==> config.mk <==
export PLATFORM = sky130hd
export DESIGN_NAME = chi_slice_engine_flat
export DESIGN_NICKNAME = d
export VERILOG_FILES = /design/src/rtl/chi_slice_engine_pkg.sv /design/src/rtl/chi_slice_engine_if.sv /design/src/rtl/chi_slice_engine_row.sv /design/src/rtl/chi_slice_engine.sv /design/src/flat_wrapper.sv
export SDC_FILE = /design/constraint.sdc
export NUM_CORES = 1
export LEC_CHECK = 0
export CORE_AREA = 2 2 162 228
export DETAILED_ROUTE_END_ITERATION = 12
export DIE_AREA = 0 0 164 230
export SYNTH_ARGS = -nofsm -noshare
export SYNTH_HDL_FRONTEND = slang
export SYNTH_SLANG_ARGS = --single-unit
==> constraint.sdc <==
create_clock -name clk -period 4.5 [get_ports clk]
set_input_delay 0.45 -clock clk [delete_from_list [all_inputs] [get_ports clk]]
set_output_delay 0.45 -clock clk [all_outputs]
set_load 0.05 [all_outputs]
==> src/rtl/chi_slice_engine_pkg.sv <==
`default_nettype none
// ============================================================================
// Module      : chi_slice_engine_pkg
// Description : Shared constants, FSM state type and slice/row helpers for
//               the chi slice engine.
// Revision    : 1.0 - initial release
// ============================================================================
package chi_slice_engine_pkg;

    localparam int CELLS = 25;
    localparam int ROW_W = 5;
    localparam int ROWS  = 5;

    typedef enum logic [1:0] {
        IDLE    = 2'd0,
        COMPUTE = 2'd1,
        HOLD    = 2'd2
    } state_e;

    // Cell (x,y) lives at bit 24-(5*y+x), so x=0 is the MSB of its row.
    function automatic logic [4:0] cell_idx(input int x, input int y);
        return 5'(24 - (5 * y + x));
    endfunction

    // Extract row y as a vector indexed by x.
    function automatic logic [ROW_W-1:0] get_row(input logic [CELLS-1:0] s,
                                                 input logic [2:0]       y);
        logic [ROW_W-1:0] r;
        r = '0;
        for (int x = 0; x < ROW_W; x++) begin
            r[x] = s[cell_idx(x, int'(y))];
        end
        return r;
    endfunction

    function automatic logic [CELLS-1:0] put_row(input logic [CELLS-1:0] s,
                                                 input logic [2:0]       y,
                                                 input logic [ROW_W-1:0] r);
        logic [CELLS-1:0] o;
        o = s;
        for (int x = 0; x < ROW_W; x++) begin
            o[cell_idx(x, int'(y))] = r[x];
        end
        return o;
    endfunction

endpackage
`default_nettype wire

==> src/rtl/chi_slice_engine_if.sv <==
`default_nettype none
// ============================================================================
// Module      : chi_slice_engine_if
// Description : Input and output slice streams of the chi slice engine.
// Revision    : 1.0 - initial release
// ============================================================================
interface chi_slice_engine_if;

    logic        in_valid;
    logic        in_ready;
    logic [24:0] in_slice;
    logic        out_valid;
    logic        out_ready;
    logic [24:0] out_slice;
    logic        out_last;
    logic        frame_done;

    modport master (
        output in_valid, in_slice, out_ready,
        input  in_ready, out_valid, out_slice, out_last, frame_done
    );

    modport slave (
        input  in_valid, in_slice, out_ready,
        output in_ready, out_valid, out_slice, out_last, frame_done
    );

endinterface
`default_nettype wire

==> src/rtl/chi_slice_engine_row.sv <==
`default_nettype none
// ============================================================================
// Module      : chi_row
// Description : Combinational chi on one 5-cell row, bit x = cell x.
// Revision    : 1.0 - initial release
// ============================================================================
module chi_row (
    input  logic [4:0] a_i,
    output logic [4:0] b_o
);

    for (genvar x = 0; x < 5; x++) begin : g_bit
        assign b_o[x] = a_i[x] ^ (~a_i[(x + 1) % 5] & a_i[(x + 2) % 5]);
    end

endmodule
`default_nettype wire

==> src/rtl/chi_slice_engine.sv <==
`default_nettype none
// ============================================================================
// Module      : chi_slice_engine
// Description : Streaming row-parallel Keccak chi on 25-bit slices with an
//               output FIFO and frame tracking. Define CHI_IOTA_EN to fold
//               iota (rc[z] into cell 0,0) into the result.
// Revision    : 1.0 - initial release
// ============================================================================
module chi_slice_engine
    import chi_slice_engine_pkg::*;
#(
    parameter int NUM_SLICES   = 64,
    parameter int ROWS_PER_CYC = 1,
    parameter int OBUF_DEPTH   = 2
) (
    input  logic                  clk,
    input  logic                  rst,
    input  logic                  flush,
    input  logic [NUM_SLICES-1:0] rc,
    chi_slice_engine_if.slave     io
);

    localparam int              ZW       = (NUM_SLICES > 1) ? $clog2(NUM_SLICES) : 1;
    localparam int              AW       = (OBUF_DEPTH > 1) ? $clog2(OBUF_DEPTH) : 1;
    localparam int              CW       = AW + 1;
    localparam logic [2:0]      LAST_ROW = 3'(ROWS - ROWS_PER_CYC);
    localparam logic [2:0]      ROW_STEP = 3'(ROWS_PER_CYC);
    localparam logic [ZW-1:0]   Z_MAX    = ZW'(NUM_SLICES - 1);
    localparam logic [CW-1:0]   FULL_CNT = CW'(OBUF_DEPTH);

    state_e                state_q, state_d;
    logic [2:0]            row_cnt_q, row_cnt_d;
    logic [ZW-1:0]         z_q, z_d;
    logic [CELLS-1:0]      work_q;
    logic [CELLS-1:0]      result_q, result_d;
    logic                  frame_done_q;

    logic [CELLS:0]        fifo_mem_q [OBUF_DEPTH];
    logic [AW-1:0]         wr_ptr_q, rd_ptr_q;
    logic [CW-1:0]         cnt_q;

    logic                  w_full, w_empty, w_pop, w_space;
    logic                  w_in_ready, w_accept;
    logic                  w_push, w_last, w_iota;
    logic [ZW-1:0]         w_z_next;
    logic [CELLS-1:0]      w_merged, w_push_data;
    logic [CELLS:0]        w_head;
    logic [2:0]            w_row_y   [ROWS_PER_CYC];
    logic [ROW_W-1:0]      w_row_in  [ROWS_PER_CYC];
    logic [ROW_W-1:0]      w_row_out [ROWS_PER_CYC];

    // ------------------------------------------------------------------
    // Handshake and FIFO status
    // ------------------------------------------------------------------
    assign w_full     = (cnt_q == FULL_CNT);
    assign w_empty    = (cnt_q == '0);
    assign w_pop      = ~w_empty & io.out_ready;
    assign w_space    = ~w_full | w_pop;
    // Gating with rst keeps in_ready low for the whole reset window.
    assign w_in_ready = rst & (state_q == IDLE) & ~flush & ~w_full;
    assign w_accept   = io.in_valid & w_in_ready;
    assign w_last     = (z_q == Z_MAX);
    assign w_z_next   = w_last ? '0 : z_q + ZW'(1);
    assign w_head     = fifo_mem_q[rd_ptr_q];

    assign io.in_ready   = w_in_ready;
    assign io.out_valid  = ~w_empty;
    assign io.out_slice  = w_empty ? '0 : w_head[CELLS-1:0];
    assign io.out_last   = ~w_empty & w_head[CELLS];
    assign io.frame_done = frame_done_q;

    // ------------------------------------------------------------------
    // Row datapath: ROWS_PER_CYC chi rows starting at row_cnt
    // ------------------------------------------------------------------
    for (genvar k = 0; k < ROWS_PER_CYC; k++) begin : g_rows
        assign w_row_y[k]  = row_cnt_q + 3'(k);
        assign w_row_in[k] = get_row(work_q, w_row_y[k]);
        chi_row u_chi_row (
            .a_i (w_row_in[k]),
            .b_o (w_row_out[k])
        );
    end

`ifdef CHI_IOTA_EN
    logic [NUM_SLICES-1:0] rc_q;

    // rc is captured once per frame, on the accept of slice 0.
    always_ff @(posedge clk or negedge rst) begin
        if (!rst) begin
            rc_q <= '0;
        end else if (w_accept && (z_q == '0)) begin
            rc_q <= rc;
        end
    end

    assign w_iota = rc_q[z_q];
`else
    logic w_unused_rc;
    assign w_unused_rc = ^rc;
    assign w_iota      = 1'b0;
`endif

    always_comb begin
        w_merged = result_q;
        for (int k = 0; k < ROWS_PER_CYC; k++) begin
            w_merged = put_row(w_merged, w_row_y[k],
                               w_row_out[k] ^ {4'b0000, w_iota & (w_row_y[k] == 3'd0)});
        end
    end

    // ------------------------------------------------------------------
    // Control FSM
    // ------------------------------------------------------------------
    always_comb begin
        state_d     = state_q;
        row_cnt_d   = row_cnt_q;
        result_d    = result_q;
        z_d         = z_q;
        w_push      = 1'b0;
        w_push_data = result_q;

        unique case (state_q)
            IDLE: begin
                if (w_accept) begin
                    state_d   = COMPUTE;
                    row_cnt_d = 3'd0;
                end
            end
            COMPUTE: begin
                result_d = w_merged;
                if (row_cnt_q == LAST_ROW) begin
                    if (w_space) begin
                        w_push      = 1'b1;
                        w_push_data = w_merged;
                        z_d         = w_z_next;
                        state_d     = IDLE;
                    end else begin
                        state_d = HOLD;
                    end
                end else begin
                    row_cnt_d = row_cnt_q + ROW_STEP;
                end
            end
            HOLD: begin
                if (w_space) begin
                    w_push  = 1'b1;
                    z_d     = w_z_next;
                    state_d = IDLE;
                end
            end
            default: state_d = IDLE;
        endcase

        if (flush) begin
            state_d   = IDLE;
            row_cnt_d = 3'd0;
            z_d       = '0;
            w_push    = 1'b0;
        end
    end

    always_ff @(posedge clk or negedge rst) begin
        if (!rst) begin
            state_q      <= IDLE;
            row_cnt_q    <= 3'd0;
            z_q          <= '0;
            work_q       <= '0;
            result_q     <= '0;
            frame_done_q <= 1'b0;
        end else begin
            state_q      <= state_d;
            row_cnt_q    <= row_cnt_d;
            z_q          <= z_d;
            result_q     <= result_d;
            frame_done_q <= ~flush & w_pop & w_head[CELLS];
            if (w_accept) begin
                work_q <= io.in_slice;
            end
        end
    end

    // ------------------------------------------------------------------
    // Output FIFO; entries are {last, slice}
    // ------------------------------------------------------------------
    always_ff @(posedge clk or negedge rst) begin
        if (!rst) begin
            wr_ptr_q <= '0;
            rd_ptr_q <= '0;
            cnt_q    <= '0;
        end else if (flush) begin
            wr_ptr_q <= '0;
            rd_ptr_q <= '0;
            cnt_q    <= '0;
        end else begin
            if (w_push) begin
                wr_ptr_q <= wr_ptr_q + AW'(1);
            end
            if (w_pop) begin
                rd_ptr_q <= rd_ptr_q + AW'(1);
            end
            unique case ({w_push, w_pop})
                2'b10:   cnt_q <= cnt_q + CW'(1);
                2'b01:   cnt_q <= cnt_q - CW'(1);
                default: cnt_q <= cnt_q;
            endcase
        end
    end

    // Storage needs no reset: the head is masked while the FIFO is empty.
    always_ff @(posedge clk) begin
        if (w_push) begin
            fifo_mem_q[wr_ptr_q] <= {w_last, w_push_data};
        end
    end

endmodule
`default_nettype wire
==> src/flat_wrapper.sv <==
// flat-port wrapper written by rule: the top's interface ports become plain ports
module chi_slice_engine_flat import chi_slice_engine_pkg::*;
#(
    parameter int NUM_SLICES   = 64,
    parameter int ROWS_PER_CYC = 1,
    parameter int OBUF_DEPTH   = 2
)
  (clk, rst, flush, rc, io_in_valid, io_in_slice, io_out_ready, io_in_ready, io_out_valid, io_out_slice, io_out_last, io_frame_done);
  chi_slice_engine_if io_i ();
  input  logic clk;
  input  logic rst;
  input  logic flush;
  input  logic [NUM_SLICES-1:0] rc;
  input wire logic [$bits(io_i.in_valid)-1:0] io_in_valid;
  input wire logic [$bits(io_i.in_slice)-1:0] io_in_slice;
  input wire logic [$bits(io_i.out_ready)-1:0] io_out_ready;
  output wire logic [$bits(io_i.in_ready)-1:0] io_in_ready;
  output wire logic [$bits(io_i.out_valid)-1:0] io_out_valid;
  output wire logic [$bits(io_i.out_slice)-1:0] io_out_slice;
  output wire logic [$bits(io_i.out_last)-1:0] io_out_last;
  output wire logic [$bits(io_i.frame_done)-1:0] io_frame_done;
  assign io_i.in_valid = io_in_valid;
  assign io_i.in_slice = io_in_slice;
  assign io_i.out_ready = io_out_ready;
  assign io_in_ready = io_i.in_ready;
  assign io_out_valid = io_i.out_valid;
  assign io_out_slice = io_i.out_slice;
  assign io_out_last = io_i.out_last;
  assign io_frame_done = io_i.frame_done;
  chi_slice_engine #(.NUM_SLICES(NUM_SLICES), .ROWS_PER_CYC(ROWS_PER_CYC), .OBUF_DEPTH(OBUF_DEPTH)) u_core (.clk(clk), .rst(rst), .flush(flush), .rc(rc), .io(io_i));
endmodule
==> flow_summary.toml <==
[run_status]
status = "finished clean"

[cells_and_area]
register_area_um2 = 3210
nNetsFinal = 1118
area_growth_pct = 22.0
antennaDiodeCount = 0
multi_input_area_um2 = 5270
layout-drive-gt1-share_pct = 17.4
nFillCells = 3678

[floorplan]
start_util_pct = 24.8
die_w_um = 164
io_pins = 123
die_h_um = 230
core_area_um2 = 35600
rows = 82
dieArea_um2 = 37700

[sta]
setup_tns_ps = 0
timing.final.max_slew_violations = 0
fin_crit_ps = 4230
max-slew-margin-rel_pct = 38.5
skew_ps = 15.6
hold_viol_final = 0
max_clock_freq_mhz = 237
finalSetupViolCount = 0
finalCritPeriodShare_pct = 93.9
hold_ws_ps = 303
rsz0062_at_grt = "no"
tightestPinTransition_ps = 923

[cts]
cts_setup_buffers = 0
cts_root_buf = "clkbuf_16"
clk_pin_slew_ps = 70
clockBufferDepth = 2
htree_levels = 4
cts_sinks = 118
insertion_delay_ps = 440
cts_tree = "yes"
cts_hold_buf = 0
numCtsBuffers = 17
cts.repair.resized = 0

[critical_path]
crit_type = "register to register"
critPathCaptureType = "register"
start_kind = "register"
startpoint = "u_core.row_cnt_q[0]"
cp_max_fo = 27
r2r_start = "u_core.row_cnt_q[0]"
worstRegToRegCells = 11
required_ps = 4750
critPathArrivalTime_ps = 4470

[global_routing]
grt_max_degree = 67
antenna_found_initial = 0
grt_usage_pct = 15.1
grt_pass1_wl_mm = 44.4
grt_remaining_overflow = 0
grt_pass1_vias = 7837

[power]
p_leak_nw = 3.80
power_density_nw_per_um2 = 611
irDropWorstVdd_v = 0.000454
p_total_w = 0.00658

[routing]
postRouteAntennaNets = 0
first_pass_iters = 5
viasPerCell = 5.45
drt_wl_total_mm = 28.0
first_iter_violations = 766
vias = 8088
drc = 0
wire_per_inst_um = 18.9

[synth]
yosysSeqAreaShare_pct = 36.4
synth_seq_cells = 118
yosys_warnings = 0
synthCells = 944
synthArstFlopShare_pct = 55.9
yosys.cell_types.count = 82
syn_area_per_cell_um2 = 9.34
ys.flop_type = "dfrtp_1"
netlist_area_um2 = 8820
synth_nets = 1052
synth_edf_count = 52

[placed_design]
gp_congestion = 0.947
dp_hpwl_mm = 20.1
port_buffers = 58

[job]
maxCapViolCount = 0

[min_path]
hold_class = "primary input to asynchronous set/reset pin"
report_power, final:
| part | internal (W) | switching (W) | leakage (nW) |
|---|---|---|---|
| logic | 0.00139 | 0.00223 | 2.28 |
| registers | 0.00136 | 0.000174 | 1.25 |
| clock network | 0.000872 | 0.000547 | 0.281 |
| total | 0.00363 | 0.00295 | 3.80 |
synth_stat cells, types with 5 or more instances:
cell type / count / share of area [%]
nand2_1: 93 / 4.0
buf_6: 5 / 0.64
and3_1: 18 / 1.3
xnor2_2: 5 / 0.92
o21ai_1: 5 / 0.28
dfrtp_1: 66 / 19
a21oi_1: 41 / 2.3
xnor2_1: 10 / 0.99
a211oi_1: 5 / 0.43
mux2_2: 37 / 4.7
o221ai_1: 15 / 1.5
a32oi_1: 8 / 0.79
and2_1: 11 / 0.78
o22a_1: 6 / 0.60
inv_1: 13 / 0.55
ha_1: 14 / 2.0
nand3_1: 37 / 2.1
a22oi_1: 8 / 0.68
nand4_1: 14 / 0.99
mux2i_1: 45 / 5.1
or3_1: 5 / 0.35
buf_1: 6 / 0.26
o21ai_0: 27 / 1.5
nor2b_1: 8 / 0.57
nand2b_1: 8 / 0.57
xor2_1: 7 / 0.70
a21boi_0: 12 / 1.0
nor3_1: 18 / 1.0
buf_2: 10 / 0.57
o211ai_1: 7 / 0.60
clkbuf_1: 44 / 1.9
a31oi_1: 49 / 3.5
o2111ai_1: 6 / 0.60
edfxtp_1: 52 / 18
mux4_2: 20 / 5.1
nor2_1: 119 / 5.1
registers in the layout (all words and copies together) (netlist names):
name,count
u_core.cnt_q,2
u_core.io.frame_done,1
u_core.wr_ptr_q,1
u_core.state_q,2
u_core.work_q,25
u_core.fifo_mem_q,52
u_core.result_q,25
u_core.row_cnt_q,3
u_core.rd_ptr_q,1
u_core.z_q,6
worst max-delay path, cell delays in order, from the launching register on:
cell,delay [ps]
dfrtp_2,400
ha_1,500
buf_12,230
mux4_2,530
mux2i_1,160
o22ai_1,120
a221o_1,480
nand3_2,310
and2_1,360
o21ai_0,140
or4_1,520
a31oi_1,270
metal layers:
layer | up-vias | GRT usage (%) | part of all wire [%]
li1 | 3735 | - | -
met1 | 3900 | 19.1 | 42
met2 | 382 | 24.6 | 47
met3 | 71 | 2.69 | 7.2
met4 | 0 | 7.15 | 3.8
met5 | - | 0 | 0
placed cells by master (no fill, tap or decap), drive strengths merged, types with 7 or more instances in the layout:
cell type / Yosys / layout
a32oi: 8 / 8
ha: 14 / 14
clkdlybuf4s50: 0 / 57
nand4: 14 / 14
buf: 22 / 56
o21ai: 36 / 36
nor2: 119 / 119
nand2b: 8 / 8
o22a: 7 / 7
clkbuf: 44 / 17
nor3: 19 / 19
xor2: 8 / 8
and2: 13 / 13
xnor2: 15 / 15
mux4: 20 / 20
nor2b: 8 / 8
dfrtp: 66 / 66
a22oi: 9 / 9
mux2: 37 / 37
o221ai: 15 / 15
edfxtp: 52 / 52
a21oi: 42 / 42
nand2: 93 / 93
a31oi: 49 / 49
a21boi: 13 / 13
mux2i: 47 / 47
and3: 18 / 18
inv: 14 / 16
o211ai: 7 / 7
nand3: 40 / 40
final timing paths:
kind,end,slack [ps]
worst max register to register,u_core.fifo_mem_q[1][16],270
min in group clk,u_core.state_q[1],520
worst min-delay path,u_core.work_q[7],300
worst max-delay path,u_core.fifo_mem_q[1][16],270
worst min register to register,u_core.state_q[1],520
max in group asynchronous,u_core.row_cnt_q[0],3570
stage by stage:
step	worst slack [ps]	cell area [µm²]	utilization (%)	instances
after detailed placement	374	10100	28.5	1453
final	274	10800	30.2	1485
after global placement	394	10100	28.5	1453
after global routing	156	10800	30.2	1485
after floorplan	24.8	8820	-	944
after CTS	335	10800	30.2	1485
layout make-up:
| cell class | instances | share of cell area, % |
|---|---|---|
| clock buffer | 17 | 3.96 |
| clock inverter | 15 | 1.68 |
| sequential | 118 | 29.9 |
| multi-input combinational | 746 | 49.0 |
| tap | 462 | 5.38 |
| inverter | 14 | 0.489 |
| timing repair buffer | 113 | 9.66 |
cells by family (layout without fill, tap and decap cells):
| kind of cell | count (synthesis) | after routing | synth area share (%) |
|---|---|---|---|
| compound gates | 248 | 248 | 19.9 |
| xor+xnor | 25 | 25 | 3.32 |
| fa+ha+maj | 14 | 14 | 1.99 |
| buf+inv | 80 | 159 | 4.02 |
| flops | 118 | 118 | 36.4 |
| mux | 104 | 104 | 15.5 |
| simple gates | 355 | 355 | 18.9 |
(Power assumes the default switching activity.)
==> RTL change, RTL diff (same flow settings) <==
`NUM_SLICES` is set to 64 in 2 places; all go to 256.
--- a/src/rtl/chi_slice_engine.sv
+++ b/src/rtl/chi_slice_engine.sv
@@ -10,5 +10,5 @@
     import chi_slice_engine_pkg::*;
 #(
-    parameter int NUM_SLICES   = 64,
+    parameter int NUM_SLICES   = 256,
     parameter int ROWS_PER_CYC = 1,
     parameter int OBUF_DEPTH   = 2
--- a/src/flat_wrapper.sv
+++ b/src/flat_wrapper.sv
@@ -2,5 +2,5 @@
 module chi_slice_engine_flat import chi_slice_engine_pkg::*;
 #(
-    parameter int NUM_SLICES   = 64,
+    parameter int NUM_SLICES   = 256,
     parameter int ROWS_PER_CYC = 1,
     parameter int OBUF_DEPTH   = 2
Interface: changed (resized rc); port bits go from 123 to 315. The function was not compared with the original's and may differ.
==> RTL change against the unedited design <==
  * Cell area is 0.99% higher
  * Count of clock-buffer cells in the layout unchanged
  * Fmax down 1.7%
  * Area after synthesis rose by 0.14%
  * Sequential cell count up 2
  * Largest cell class unchanged
  * Hold slack worse by 0.019 ns
  * Total power down 11%
  * Sequential power barely moved
  * Highest routed layer unchanged
  * Routed wire length up 5.5%
  * Setup slack got worse by 0.073 ns
  * Via count up 0.64%
  * Critical path type unchanged
==> RTL change: results <==
set metrics [dict create \
    wl_met2_mm 14.7 \
    global_route_usage_over_all_layers_pct 15.9 \
    cts.clk_slew.worst_paths_ns 0.06 \
    largest_register "u_core.fifo_mem_q" \
    grt_start_max_net_pins 69 \
    area_used_by_multi_input_combinational_logic_um2 5160 \
    initial_antenna_violation_count 0 \
    post_synth_num_cell_types 82 \
    final-instance-count-excl-fill 1540 \
    finalWirelength_mm 29.6 \
    initialDrtViolationCount 714 \
    total_leakage_power_nw 3.76 \
    crit_path_top_delay_cell "sky130_fd_sc_hd__xnor2_2" \
    dr.max_layer_used "met4" \
    gp_congestion 0.938 \
    layout-drive-gt1-share_pct 16.6 \
    vias_in_the_first_global_route 7861 \
    internal_power_mw 3.37 \
    fin_worst_skew_ns 0.0109 \
    cts.htree.levels 4 \
    max-clock-path-buffers 2 \
    synth_seq_area_share_pct 37.0 \
    synth.net_count 1289 \
    clock_buffer_count_from_cts 17 \
    dp.final_hpwl_mm 21.9 \
    reg2reg_setup_slack_ns 0.20 \
    ir_worst_vdd_mv 0.329 \
    met1Wirelength_mm 11.9 \
    run_status "completed" \
    timing.critical_path.max_delay_family "compound AO/OA/AOI/OAI gates" \
    ys_top_cells_by_area "sky130_fd_sc_hd__dfrtp_1 19%, sky130_fd_sc_hd__edfxtp_1 18%, sky130_fd_sc_hd__mux2i_1 5.4%" \
    clk_root_buffer_cell "sky130_fd_sc_hd__clkbuf_16" \
    hold_path_class "input port to asynchronous set/reset pin" \
    worst-slew-pin-transition_ns 1.09 \
    drt_pre_antenna_iters 5 \
    first_pass_grt_wire_length_mm 45.7 \
    crit_fanout 10 \
    place_area_um2 10200 \
    hold_ws_ns 0.283 \
    syn-instance-count 989 \
    netlist_top_cells_count "125 x sky130_fd_sc_hd__nor2_1, 121 x sky130_fd_sc_hd__nand2_1, 68 x sky130_fd_sc_hd__dfrtp_1" \
    clock_insertion_delay_worst_skew_ns 0.44 \
    num-nets-final 1365 \
    synth-async-reset-ratio_pct 56.7 \
    num-fill-cells 3739 \
    worstRegToRegCells 14 \
    total_of_warnings_raised_by_yosys 0 \
    top_regs "u_core.fifo_mem_q (52), u_core.result_q (25), u_core.work_q (25)" \
    n_antenna_cell 0 \
    synth-edff-count 52 \
    placement.io_buffers 58 \
    detailroute.wirelength.met3_mm 1.66 \
    dominantRegCellSynth "sky130_fd_sc_hd__dfrtp_1" \
    detailroute.via_count 8140 \
    worst_ep_arrival_time_ns 4.48 \
    cp_slowest_stage_delay_ns 0.59 \
]
-- RTL change: cell count changes after synthesis, sizes merged, moves of 8 or more --
| cell | change |
|---|---|
| nand3 | +9 |
| inv | +10 |
| and3 | -13 |
| mux4 | -8 |
| a21boi | -12 |
| o21ai | +8 |
| o22ai | +20 |
| o31ai | +10 |
| a31oi | -14 |
| nand2 | +30 |
-- RTL change: cells by family after synthesis --
logic type / count (synthesis) / share of synthesized area [%]
simple gates: 389 / 20.1
mux: 92 / 12.6
xor+xnor: 29 / 3.68
fa+ha+maj: 14 / 1.98
buf+inv: 97 / 5.06
flops: 120 / 37.0
compound gates: 248 / 19.6
-- RTL change: power groups by stage --
stage,clock network [mW],registers [mW],logic (mW)
floorplan,0,1.49,1.75
global placement,0,1.56,2.67
detailed placement,0,1.57,2.69
CTS,1.50,1.54,2.72
global route,1.55,1.57,2.99
finish,1.47,1.54,2.81
-- RTL change: area by class of cell --
class	instances	share of cell area [%]
Clock buffer	17	3.92
Clock inverter	15	1.85
Inverter	25	0.864
Multi-Input combinational cell	772	47.5
Sequential cell	120	30.1
Tap cell	462	5.32
Timing Repair Buffer	129	10.5
-- RTL change: timing repair --
item                                    CTS  global route
endpoints found under the setup margin   10             6
buffers inserted                          0             2
gates resized for setup                   1             2
pin swaps                                 0             2
-- RTL change: metal layers --
layer  global-route usage [%]  vias to the layer above
met3                     2.60                       72
met4                     8.03                        0
met5                        0                        -
met1                     19.2                     3909
met2                     27.0                      310
li1                         -                     3849
-- RTL change: stage by stage --
step	worst slack, ns	TNS [ns]
after floorplan	0.285	0
after global placement	-0.0845	-0.509
after detailed placement	-0.0347	-0.215
after CTS	0.137	0
after global routing	0.0387	0
final	0.201	0
-- RTL change: path summary, 6_finish.rpt --
check	startpoint	end
max in group asynchronous	rst	u_core.row_cnt_q[0]
worst max-delay path	u_core.row_cnt_q[0]	u_core.fifo_mem_q[1][20]
worst min register to register	u_core.state_q[1]	u_core.state_q[1]
worst max register to register	u_core.row_cnt_q[0]	u_core.fifo_mem_q[1][20]
worst min-delay path	rst	u_core.work_q[1]
min in group clk	u_core.state_q[1]	u_core.state_q[1]
